### config.mk
export PLATFORM = sky130hd
export DESIGN_NAME = decode_execute_core
export DESIGN_NICKNAME = d
export VERILOG_FILES = /design/src/rtl/decode_execute_core.sv
export SDC_FILE = /design/constraint.sdc
export NUM_CORES = 2
export LEC_CHECK = 0
export CAP_MARGIN = 20
export CELL_PAD_IN_SITES_DETAIL_PLACEMENT = 1
export CELL_PAD_IN_SITES_GLOBAL_PLACEMENT = 1
export CORE_MARGIN = 4
export CORE_UTILIZATION = 40
export DETAILED_ROUTE_END_ITERATION = 7
export GPL_TIMING_DRIVEN = 0
export PLACE_DENSITY = 0.79
export REMOVE_ABC_BUFFERS = 1
export SLEW_MARGIN = 20
export SYNTH_ARGS = -nofsm -noshare
export SYNTH_HDL_FRONTEND = slang
export SYNTH_SLANG_ARGS = --single-unit
### constraint.sdc
create_clock -name clock -period 4.15 [get_ports clock]
set_clock_uncertainty 0.1 [all_clocks]
set_input_delay 1.245 -clock clock [delete_from_list [all_inputs] [get_ports clock]]
set_output_delay 1.245 -clock clock [all_outputs]
set_load 0.01 [all_outputs]
### src/rtl/decode_execute_core.sv
// Two-stage MIPS decode/execute: stage 1 reads registers and latches decoded fields, stage 2 registers results.
// Latency 2 cycles, one instruction per cycle, never stalls; a same-cycle write-back is bypassed to the reads.
module decode_execute_core #(
  parameter logic [31:0] SP_RESET = 32'h8002_0000
) (
  input  logic        clock,
  input  logic        reset,
  input  logic [31:0] insn,
  input  logic [31:0] pc_in,
  input  logic        valid_insn,
  input  logic        wb_en,
  input  logic [4:0]  wb_addr,
  input  logic [31:0] wb_data,
  output logic [31:0] data_out,
  output logic        out_valid,
  output logic [4:0]  dest_reg,
  output logic [31:0] rt_data_out,
  output logic        branch_taken,
  output logic [31:0] branch_target
);

  localparam logic [5:0] OP_RTYPE = 6'h00, OP_REGIMM = 6'h01, OP_J = 6'h02, OP_JAL = 6'h03,
                         OP_BEQ = 6'h04, OP_BNE = 6'h05, OP_BLEZ = 6'h06, OP_BGTZ = 6'h07,
                         OP_ADDI = 6'h08, OP_ADDIU = 6'h09, OP_SLTI = 6'h0a, OP_SLTIU = 6'h0b,
                         OP_ANDI = 6'h0c, OP_ORI = 6'h0d, OP_XORI = 6'h0e, OP_LUI = 6'h0f,
                         OP_LB = 6'h20, OP_LW = 6'h23, OP_LBU = 6'h24, OP_SB = 6'h28, OP_SW = 6'h2b;
  localparam logic [5:0] F_SLL = 6'h00, F_SRL = 6'h02, F_SRA = 6'h03, F_SLLV = 6'h04,
                         F_SRLV = 6'h06, F_SRAV = 6'h07, F_JR = 6'h08, F_JALR = 6'h09,
                         F_ADD = 6'h20, F_ADDU = 6'h21, F_SUB = 6'h22, F_SUBU = 6'h23,
                         F_AND = 6'h24, F_OR = 6'h25, F_XOR = 6'h26, F_NOR = 6'h27,
                         F_SLT = 6'h2a, F_SLTU = 6'h2b;

  typedef struct packed {
    logic [5:0]  op;
    logic [4:0]  rt;
    logic [4:0]  rd;
    logic [4:0]  shamt;
    logic [5:0]  funct;
    logic [15:0] imm;
    logic [25:0] tgt;
    logic [31:0] pc;
    logic [31:0] rs_val;
    logic [31:0] rt_val;
  } s1_t;

  logic [5:0]  opcode, funct;
  logic [4:0]  rs, rt, rd, shamt;
  logic [15:0] imm16;
  logic [25:0] target26;

  assign opcode   = insn[31:26];
  assign rs       = insn[25:21];
  assign rt       = insn[20:16];
  assign rd       = insn[15:11];
  assign shamt    = insn[10:6];
  assign funct    = insn[5:0];
  assign imm16    = insn[15:0];
  assign target26 = insn[25:0];

  logic [31:0] rf_q [32];
  logic [31:0] rf_d [32];
  logic        wb_hit;
  logic [31:0] rs_rd, rt_rd;

  always_comb begin
    wb_hit = wb_en && (wb_addr != 5'd0);
    rf_d = rf_q;
    if (wb_hit) rf_d[wb_addr] = wb_data;
    rs_rd = rf_q[rs];
    rt_rd = rf_q[rt];
    if (rs == 5'd0) rs_rd = 32'd0;
    else if (wb_hit && wb_addr == rs) rs_rd = wb_data;
    if (rt == 5'd0) rt_rd = 32'd0;
    else if (wb_hit && wb_addr == rt) rt_rd = wb_data;
  end

  always_ff @(posedge clock) begin
    if (reset) begin
      for (int i = 0; i < 32; i++) rf_q[i] <= (i == 29) ? SP_RESET : 32'd0;
    end else begin
      rf_q <= rf_d;
    end
  end

  s1_t  s1_q, s1_d;
  logic s1_vld_q, s1_vld_d;

  always_comb begin
    s1_vld_d = valid_insn;
    s1_d     = s1_q;
    if (valid_insn) begin
      s1_d = '{op: opcode, rt: rt, rd: rd, shamt: shamt, funct: funct, imm: imm16,
               tgt: target26, pc: pc_in, rs_val: rs_rd, rt_val: rt_rd};
    end
  end

  always_ff @(posedge clock) begin
    if (reset) begin
      s1_vld_q <= 1'b0;
      s1_q     <= '0;
    end else begin
      s1_vld_q <= s1_vld_d;
      s1_q     <= s1_d;
    end
  end

  logic [31:0] rs_v, rt_v, sext, zext, pc4, pc8, br_tgt, res, tgt;
  logic [4:0]  dst;
  logic        take;
  logic [31:0] data_out_q, data_out_d, rt_data_out_q, rt_data_out_d, branch_target_q, branch_target_d;
  logic [4:0]  dest_reg_q, dest_reg_d;
  logic        out_valid_q, out_valid_d, branch_taken_q, branch_taken_d;

  always_comb begin
    rs_v   = s1_q.rs_val;
    rt_v   = s1_q.rt_val;
    sext   = {{16{s1_q.imm[15]}}, s1_q.imm};
    zext   = {16'd0, s1_q.imm};
    pc4    = s1_q.pc + 32'd4;
    pc8    = s1_q.pc + 32'd8;
    br_tgt = pc4 + {sext[29:0], 2'b00};
    res    = 32'd0;
    dst    = 5'd0;
    take   = 1'b0;
    tgt    = 32'd0;
    case (s1_q.op)
      OP_RTYPE: begin
        dst = s1_q.rd;
        case (s1_q.funct)
          F_SLL:         res = rt_v << s1_q.shamt;
          F_SRL:         res = rt_v >> s1_q.shamt;
          F_SRA:         res = $unsigned($signed(rt_v) >>> s1_q.shamt);
          F_SLLV:        res = rt_v << rs_v[4:0];
          F_SRLV:        res = rt_v >> rs_v[4:0];
          F_SRAV:        res = $unsigned($signed(rt_v) >>> rs_v[4:0]);
          F_JR:          begin dst = 5'd0; take = 1'b1; tgt = rs_v; end
          F_JALR:        begin res = pc8; take = 1'b1; tgt = rs_v; end
          F_ADD, F_ADDU: res = rs_v + rt_v;
          F_SUB, F_SUBU: res = rs_v - rt_v;
          F_AND:         res = rs_v & rt_v;
          F_OR:          res = rs_v | rt_v;
          F_XOR:         res = rs_v ^ rt_v;
          F_NOR:         res = ~(rs_v | rt_v);
          F_SLT:         res = {31'd0, $signed(rs_v) < $signed(rt_v)};
          F_SLTU:        res = {31'd0, rs_v < rt_v};
          default:       dst = 5'd0;
        endcase
      end
      // rt selects BLTZ (0) or BGEZ (1); other REGIMM encodings never redirect
      OP_REGIMM: begin
        tgt = br_tgt;
        if (s1_q.rt == 5'd0)      take = rs_v[31];
        else if (s1_q.rt == 5'd1) take = !rs_v[31];
      end
      OP_J:                begin take = 1'b1; tgt = {pc4[31:28], s1_q.tgt, 2'b00}; end
      OP_JAL:              begin take = 1'b1; tgt = {pc4[31:28], s1_q.tgt, 2'b00}; res = pc8; dst = 5'd31; end
      OP_BEQ:              begin tgt = br_tgt; take = (rs_v == rt_v); end
      OP_BNE:              begin tgt = br_tgt; take = (rs_v != rt_v); end
      OP_BLEZ:             begin tgt = br_tgt; take = rs_v[31] || (rs_v == 32'd0); end
      OP_BGTZ:             begin tgt = br_tgt; take = !rs_v[31] && (rs_v != 32'd0); end
      OP_ADDI, OP_ADDIU:   begin res = rs_v + sext; dst = s1_q.rt; end
      OP_SLTI:             begin res = {31'd0, $signed(rs_v) < $signed(sext)}; dst = s1_q.rt; end
      OP_SLTIU:            begin res = {31'd0, rs_v < sext}; dst = s1_q.rt; end
      OP_ANDI:             begin res = rs_v & zext; dst = s1_q.rt; end
      OP_ORI:              begin res = rs_v | zext; dst = s1_q.rt; end
      OP_XORI:             begin res = rs_v ^ zext; dst = s1_q.rt; end
      OP_LUI:              begin res = {s1_q.imm, 16'd0}; dst = s1_q.rt; end
      OP_LB, OP_LW, OP_LBU: begin res = rs_v + sext; dst = s1_q.rt; end
      OP_SB, OP_SW:        res = rs_v + sext;
      default:             ;
    endcase

    // Bubbles hold the data outputs; only valid, redirect and destination drop to zero
    out_valid_d     = s1_vld_q;
    branch_taken_d  = s1_vld_q & take;
    dest_reg_d      = s1_vld_q ? dst : 5'd0;
    data_out_d      = s1_vld_q ? res : data_out_q;
    rt_data_out_d   = s1_vld_q ? rt_v : rt_data_out_q;
    branch_target_d = s1_vld_q ? tgt : branch_target_q;
  end

  always_ff @(posedge clock) begin
    if (reset) begin
      out_valid_q     <= 1'b0;
      branch_taken_q  <= 1'b0;
      dest_reg_q      <= 5'd0;
      data_out_q      <= 32'd0;
      rt_data_out_q   <= 32'd0;
      branch_target_q <= 32'd0;
    end else begin
      out_valid_q     <= out_valid_d;
      branch_taken_q  <= branch_taken_d;
      dest_reg_q      <= dest_reg_d;
      data_out_q      <= data_out_d;
      rt_data_out_q   <= rt_data_out_d;
      branch_target_q <= branch_target_d;
    end
  end

  assign out_valid     = out_valid_q;
  assign branch_taken  = branch_taken_q;
  assign dest_reg      = dest_reg_q;
  assign data_out      = data_out_q;
  assign rt_data_out   = rt_data_out_q;
  assign branch_target = branch_target_q;

endmodule

## Yosys cells after proc, flatten, opt, wreduce, memory -nomap -nowiden

Index checks and enable logic that the tools add are counted.
W data, S select, Z words.

- Flip-flop bits (word level): 1293
- Bits of input ports: 105
- Output and inout bits: 103
- Word-level logic and storage cells: 170

- Add/sub/neg operators: 6
- $lt $le $gt $ge: 8
- Eq/ne operators: 42
- Shift operators: 6
- Muxes and demuxes: 23
- Bitwise logic cells: 12
- Reductions and logical operators: 24

Operator list:

| cell | number |
|---|---|
| $bwmux W1024 | 1 |
| $pmux W32 S15 | 1 |
| $bmux W32 S5 | 2 |
| $mux W32 | 10 |
| $pmux W32 S9 | 1 |
| $demux W32 S5 | 1 |
| $add A32 B32 Y32 | 3 |
| $lt A32 B32 Y1 | 3 |
| $pmux W32 S3 | 1 |
| $eq A6 B6 Y1 const B | 15 |
| $shl A32 B5 Y32 | 2 |
| $shr A32 B5 Y32 | 2 |
| $sshr A32 B5 Y32 | 2 |
| $eq A6 B4 Y1 const B | 10 |
| $eq A6 B3 Y1 const B | 7 |
| $add A32 B3 Y32 const B | 1 |
| $add A32 B4 Y32 const B | 1 |
| $and A32 B16 Y32 | 1 |
| $and A32 B32 Y32 | 1 |
| $eq A32 B32 Y1 | 1 |
| $logic_not A32 Y1 | 1 |
| $lt A32 B16 Y1 | 1 |
| $ne A32 B32 Y1 | 1 |
| $not A32 Y32 | 1 |
| 30 further kinds | 51 |

## Logic depth before layout (Yosys ltp)

- Depth in word-level cells: 6
- Gate-level depth with buffers: 18
- Gate-level depth less buffers: 18

## Worst setup path after synthesis

OpenSTA, ideal clock, no wires.

- Path kind: reg2reg
- Start point: register, netlist name s1_q[111]
- End point: register data_out_q[29] (netlist: data_out[29])
- Library setup time: 0.117 ns
- Arrival: 4.180 ns
- Data required time: 3.933 ns
- Slack: -0.247 ns
- Stages on the path, launching flop included: 13
- Buffers on the path: 0
- Clock period less this slack: 4.397 ns
- Cells stage by stage: dfxtp_1 inv_1 ha_1 inv_2 a21o_1 or3_1 or4_1 a31oi_1 o41a_1 o21bai_1 xnor2_1 a211o_1 a22o_1

RTL lines:

| item | RTL line | source |
|---|---|---|
| end signal: assignment | 194 | `data_out_q <= data_out_d;` |
| end: declaration | 110 | `logic [31:0] data_out_q, data_out_d, rt_data_out_q, rt_data_out_d, branch_target_q, branch_target_d;` |

## Worst setup path after layout

- Start point: input wb_addr[3]
- End point: register s1_q (netlist bit rt_v[6])

- Word-level cells in the longest chain between the ends: 5
- Elaborated cells on any way between the ends: 6
- Classes of those cells: 1 x eq/ne; 2 x mux; 3 x reduce/logical

RTL lines:

| item | RTL line | source |
|---|---|---|
| start: declaration | 12 | `input logic [4:0] wb_addr,` |
| $reduce_bool A5 Y1 | 66 | `wb_hit = wb_en && (wb_addr != 5'd0);` |
| $logic_and A1 B1 Y1 | 66 |  |
| $logic_and A1 B1 Y1 (*) | 74 | `else if (wb_hit && wb_addr == rt) rt_rd = wb_data;` |
| $mux W32 (*) | 74 |  |
| $mux W32 (*) | 73 | `if (rt == 5'd0) rt_rd = 32'd0;` |
| end signal: assignment | 100 | `s1_q <= '0;` |
| end signal: assignment | 103 | `s1_q <= s1_d;` |
| end: declaration | 85 | `s1_t s1_q, s1_d;` |

Mark *: on every way between the ends. The rest lies on a longest branch, timed or not.
A chain may end at the register's enable or synchronous reset.

==> results.md <==
| Group | Result | Value |
| --- | --- | --- |
| outcome | Result of the run | finished with violations |
| outcome | Violated checks | setup timing |
| critical path | CP endpoint | rt_v[6] |
| sta | Setup-violating endpoint count in the final report | 20 |
| routing | Met3 routed wirelength | 54,500 µm |
| synth | Synth top area share | 31.6% |
| sta | Fin worst setup slack | -169 ps |
| synth | Number of distinct library cells after synthesis | 96 |
| critical path | Reg-to-reg slack, setup | -100 ps |
| sta | Worst-case hold slack | 363 ps |
| routing | Wire length after detailed routing | 444,000 µm |
| grt | Total routing resource utilization after global routing | 40.8% |
| synth | Commonest cells in the synthesized netlist | 2,372 x sky130_fd_sc_hd__nand2_1, 1,477 x sky130_fd_sc_hd__a21oi_1, 1,256 x sky130_fd_sc_hd__dfxtp_1 |
| routing | Via-per-instance ratio | 6.91 |
| floorplanning | Effective utilization at floorplan | 40.3% |
| critical path | Required arrival time at the worst endpoint | 4710 ps |
| power and ir drop | Total Power | 32.8 mW |
| sta | Final clock period utilization by the worst path | 104% |
| power and ir drop | Leakage power summed over all cells | 32.6 nW |
| clock network | Clock Root Buffer | sky130_fd_sc_hd__clkbuf_16 |
| synth | Seq cells post-synth | 1,256 |
| critical path | Worst setup path startpoint | wb_addr[3] |
| sta | RSZ-0062 raised after global routing | yes |
| placement | Number of port buffers | 207 |
| clock network | Buffer depth of the longest clock path | 3 |
| synth | Top cells by area, synth | sky130_fd_sc_hd__dfxtp_1 32%, sky130_fd_sc_hd__nand2_1 11%, sky130_fd_sc_hd__mux4_2 9.3% |
| critical path | Category of the worst setup path capture point | flip-flop |
| sta | Final Hold Fails | 0 |
| clock network | Clock latency on the worst-skew pair | 880 ps |
| worst hold path | Worst min-delay path class | reg -> reg |
| floorplanning | I/O pin cnt | 208 |
| synth | Proportion of synthesized flip-flops having asynchronous set or reset | 0% |
| synth | Part of the Yosys area used for sequential elements | 31.6% |
| routing | Routed Antenna Nets | 0 |
| worst hold path | Beginning of the worst hold path | data_out[3] |
| job | Max cap viols | 0 |
| final layout | Ratio of cells with drive above 1 in the final layout | 15.6% |
| clock network | H-Tree Depth | 4 |
| routing | Top routing layer in use | met5 |
| sta | Slew headroom | 17.3% |
| synth | Number of cells produced by synthesis | 10,000 |
| placement | Final GP Congestion | 1.04 |
| critical path | Worst flop-to-flop path startpoint | rs_v[6] |
| power and ir drop | P per Cell Area | 348 mW/mm² |
| synth | Synth Cell Area | 0.0795 mm² |
| critical path | End of the worst register-to-register path | data_out[29] |
| placement | Detailed placement HPWL | 282,000 µm |
| grt | Global-route wire length before repair | 617,000 µm |
| final layout | Layout Area Growth over Synthesis | 18.5% |
| sta | Final Max Slew Viols | 0 |
| final layout | Most flop-heavy register | rf_q |
| grt | Overflow left after global routing | 0 |
| synth | Most common cell in the netlist | sky130_fd_sc_hd__nand2_1 |
| sta | Highest attainable clock frequency | 0.232 GHz |
| power and ir drop | Peak supply drop | 0.364 mV |
| clock network | TritonCTS clock tree | done |
| clock network | Number of CTS-inserted buffers | 147 |
| critical path | Worst Setup Start Kind | input port |
| routing | First-pass iteration count of the detailed router | 7 |
| synth | Cell taking the most area after synthesis | sky130_fd_sc_hd__dfxtp_1 |
| synth | Warnings, synthesis | 0 |
| critical path | Worst Reg2Reg Path Length in Cells | 12 |
| sta | Transition at the pin with the smallest max-transition slack | 1230 ps |
| synth | Mapped Avg Cell Area | 7.92 µm² |
| routing | Per-cell routed wire length | 35.5 µm |
| synth | Predominant post-synthesis flop cell | sky130_fd_sc_hd__dfxtp_1 |
| clock network | TritonCTS Sinks | 1,256 |
| floorplanning | Die Span X | 454 µm |
| critical path | Critical path class | in -> reg |
| sta | Final Critical Period | 4320 ps |
| floorplanning | Placeable core region | 0.197 mm² |
| critical path | Highest fanout seen on the critical path | 19 |
| grt | Number of global-route vias before repair | 86,800 |
| grt | Number of antenna violations at the first check in global routing | 25 |
| clock network | Number of hold buffers added after cts | 0 |
| grt | Pin count of the biggest net entering global routing | 182 |
| routing | Detailed-route via count | 86,500 |
| routing | Post-Route M1 WL | 158,000 µm |
| synth | Number of synthesized flops with an enable pin | 0 |
| floorplanning | Die footprint | 0.206 mm² |
| final layout | Largest registers ranked by flip-flop count | rf_q x1024, s1_q x64 |
| floorplanning | Row count | 163 |
| routing | Count of unresolved DRC violations after routing | 0 |
| floorplanning | Die Y-Extent | 454 µm |
| final layout | Nets@finish | 10,100 |
| final layout | Number of flip-flops under the largest register name | 1,024 |
| routing | Initial DRC Count | 12,200 |
| critical path | Arr. time, crit path | 4880 ps |
| clock network | Clk slew on worst S/H paths | 60 ps |
| routing | Met2 wire length | 189,000 µm |
[per-stage QoR]
stage                     setup TNS, ps  setup WS (ps)  std cells  utilization [%]  area, µm²
after global routing               -112          -51.3      12500             47.7      94200
after CTS                         -43.8          -23.1      12400             47.1      93100
after detailed placement        -366670          -2340      12100             43.4      85800
after floorplan                 -272740          -3140       9055                -      75700
after global placement                -         -61910      11900             41.1      81100
final                             -1160           -169      12500             47.7      94200
[cell families (layout without fill, tap and decap cells)]
kind of cell | after synthesis | count (layout) | synth area share, %
other cells | 0 | 18 | 0
compound gates | 2771 | 2773 | 21.1
fa+ha+maj | 228 | 228 | 3.63
xor+xnor | 175 | 175 | 1.93
mux | 1074 | 1075 | 18.9
flops | 1256 | 1256 | 31.6
simple gates | 3409 | 3415 | 17.4
buf+inv | 1117 | 945 | 5.40
[critical path: stages]
cell and delay, ps:
sky130_fd_sc_hd__clkdlybuf4s15_1 580, sky130_fd_sc_hd__xnor2_1 1180, sky130_fd_sc_hd__nand3_4 730, sky130_fd_sc_hd__buf_12 400
sky130_fd_sc_hd__o211ai_1 130, sky130_fd_sc_hd__a21oi_1 290, sky130_fd_sc_hd__a21oi_1 220, sky130_fd_sc_hd__nor2_1 50
[layout by cell type, fill, tap and decap left out, drive strengths merged, types with 132 or more instances in the layout]
master         count
a21oi           1479
a221oi           164
a22oi            163
buf              353
clkbuf           219
clkdlybuf4s50    161
dfxtp           1256
ha               224
inv              134
mux2             132
mux2i            614
mux4             329
nand2           2376
nor2             578
o211ai           168
o21ai            340
[worst min-delay path by stage]
stage,endpoint,cells past startpoint
global placement,branch_target[31],2
floorplan,rf_q[129],2
global route,data_out[3],2
detailed placement,data_out[3],2
finish,data_out[3],2
CTS,data_out[3],2
[timing repair]
action	in CTS	in global routing
cloned	16	7
endpoints found under the setup margin	194	92
pin swaps	29	33
buffers inserted	74	52
gates resized for setup	325	144
[cell type report]
| type | instances | area (µm²) |
|---|---|---|
| inverters | 142 | 608 |
| clock buffers | 212 | 4290 |
| diodes | 18 | 45.0 |
| fillers | 23000 | 103000 |
| flip-flops and latches | 1256 | 25400 |
| multi-input cells | 7666 | 52400 |
| repair buffers | 533 | 7420 |
| clock inverters | 58 | 795 |
| well taps | 2640 | 3300 |
[layer usage]
metal,global-route usage (%),vias up
met1,49.1,42900
met2,60.5,6414
li1,-,35100
met5,0.210,-
met3,12.2,2090
met4,32.7,16
[power by group]
part           switching, mW  internal [mW]
Sequential             0.495           12.2
Combinational           4.05           2.00
Clock                   6.05           8.00
Total                   10.6           22.2
No activity file was read; power rests on OpenSTA's default activity.
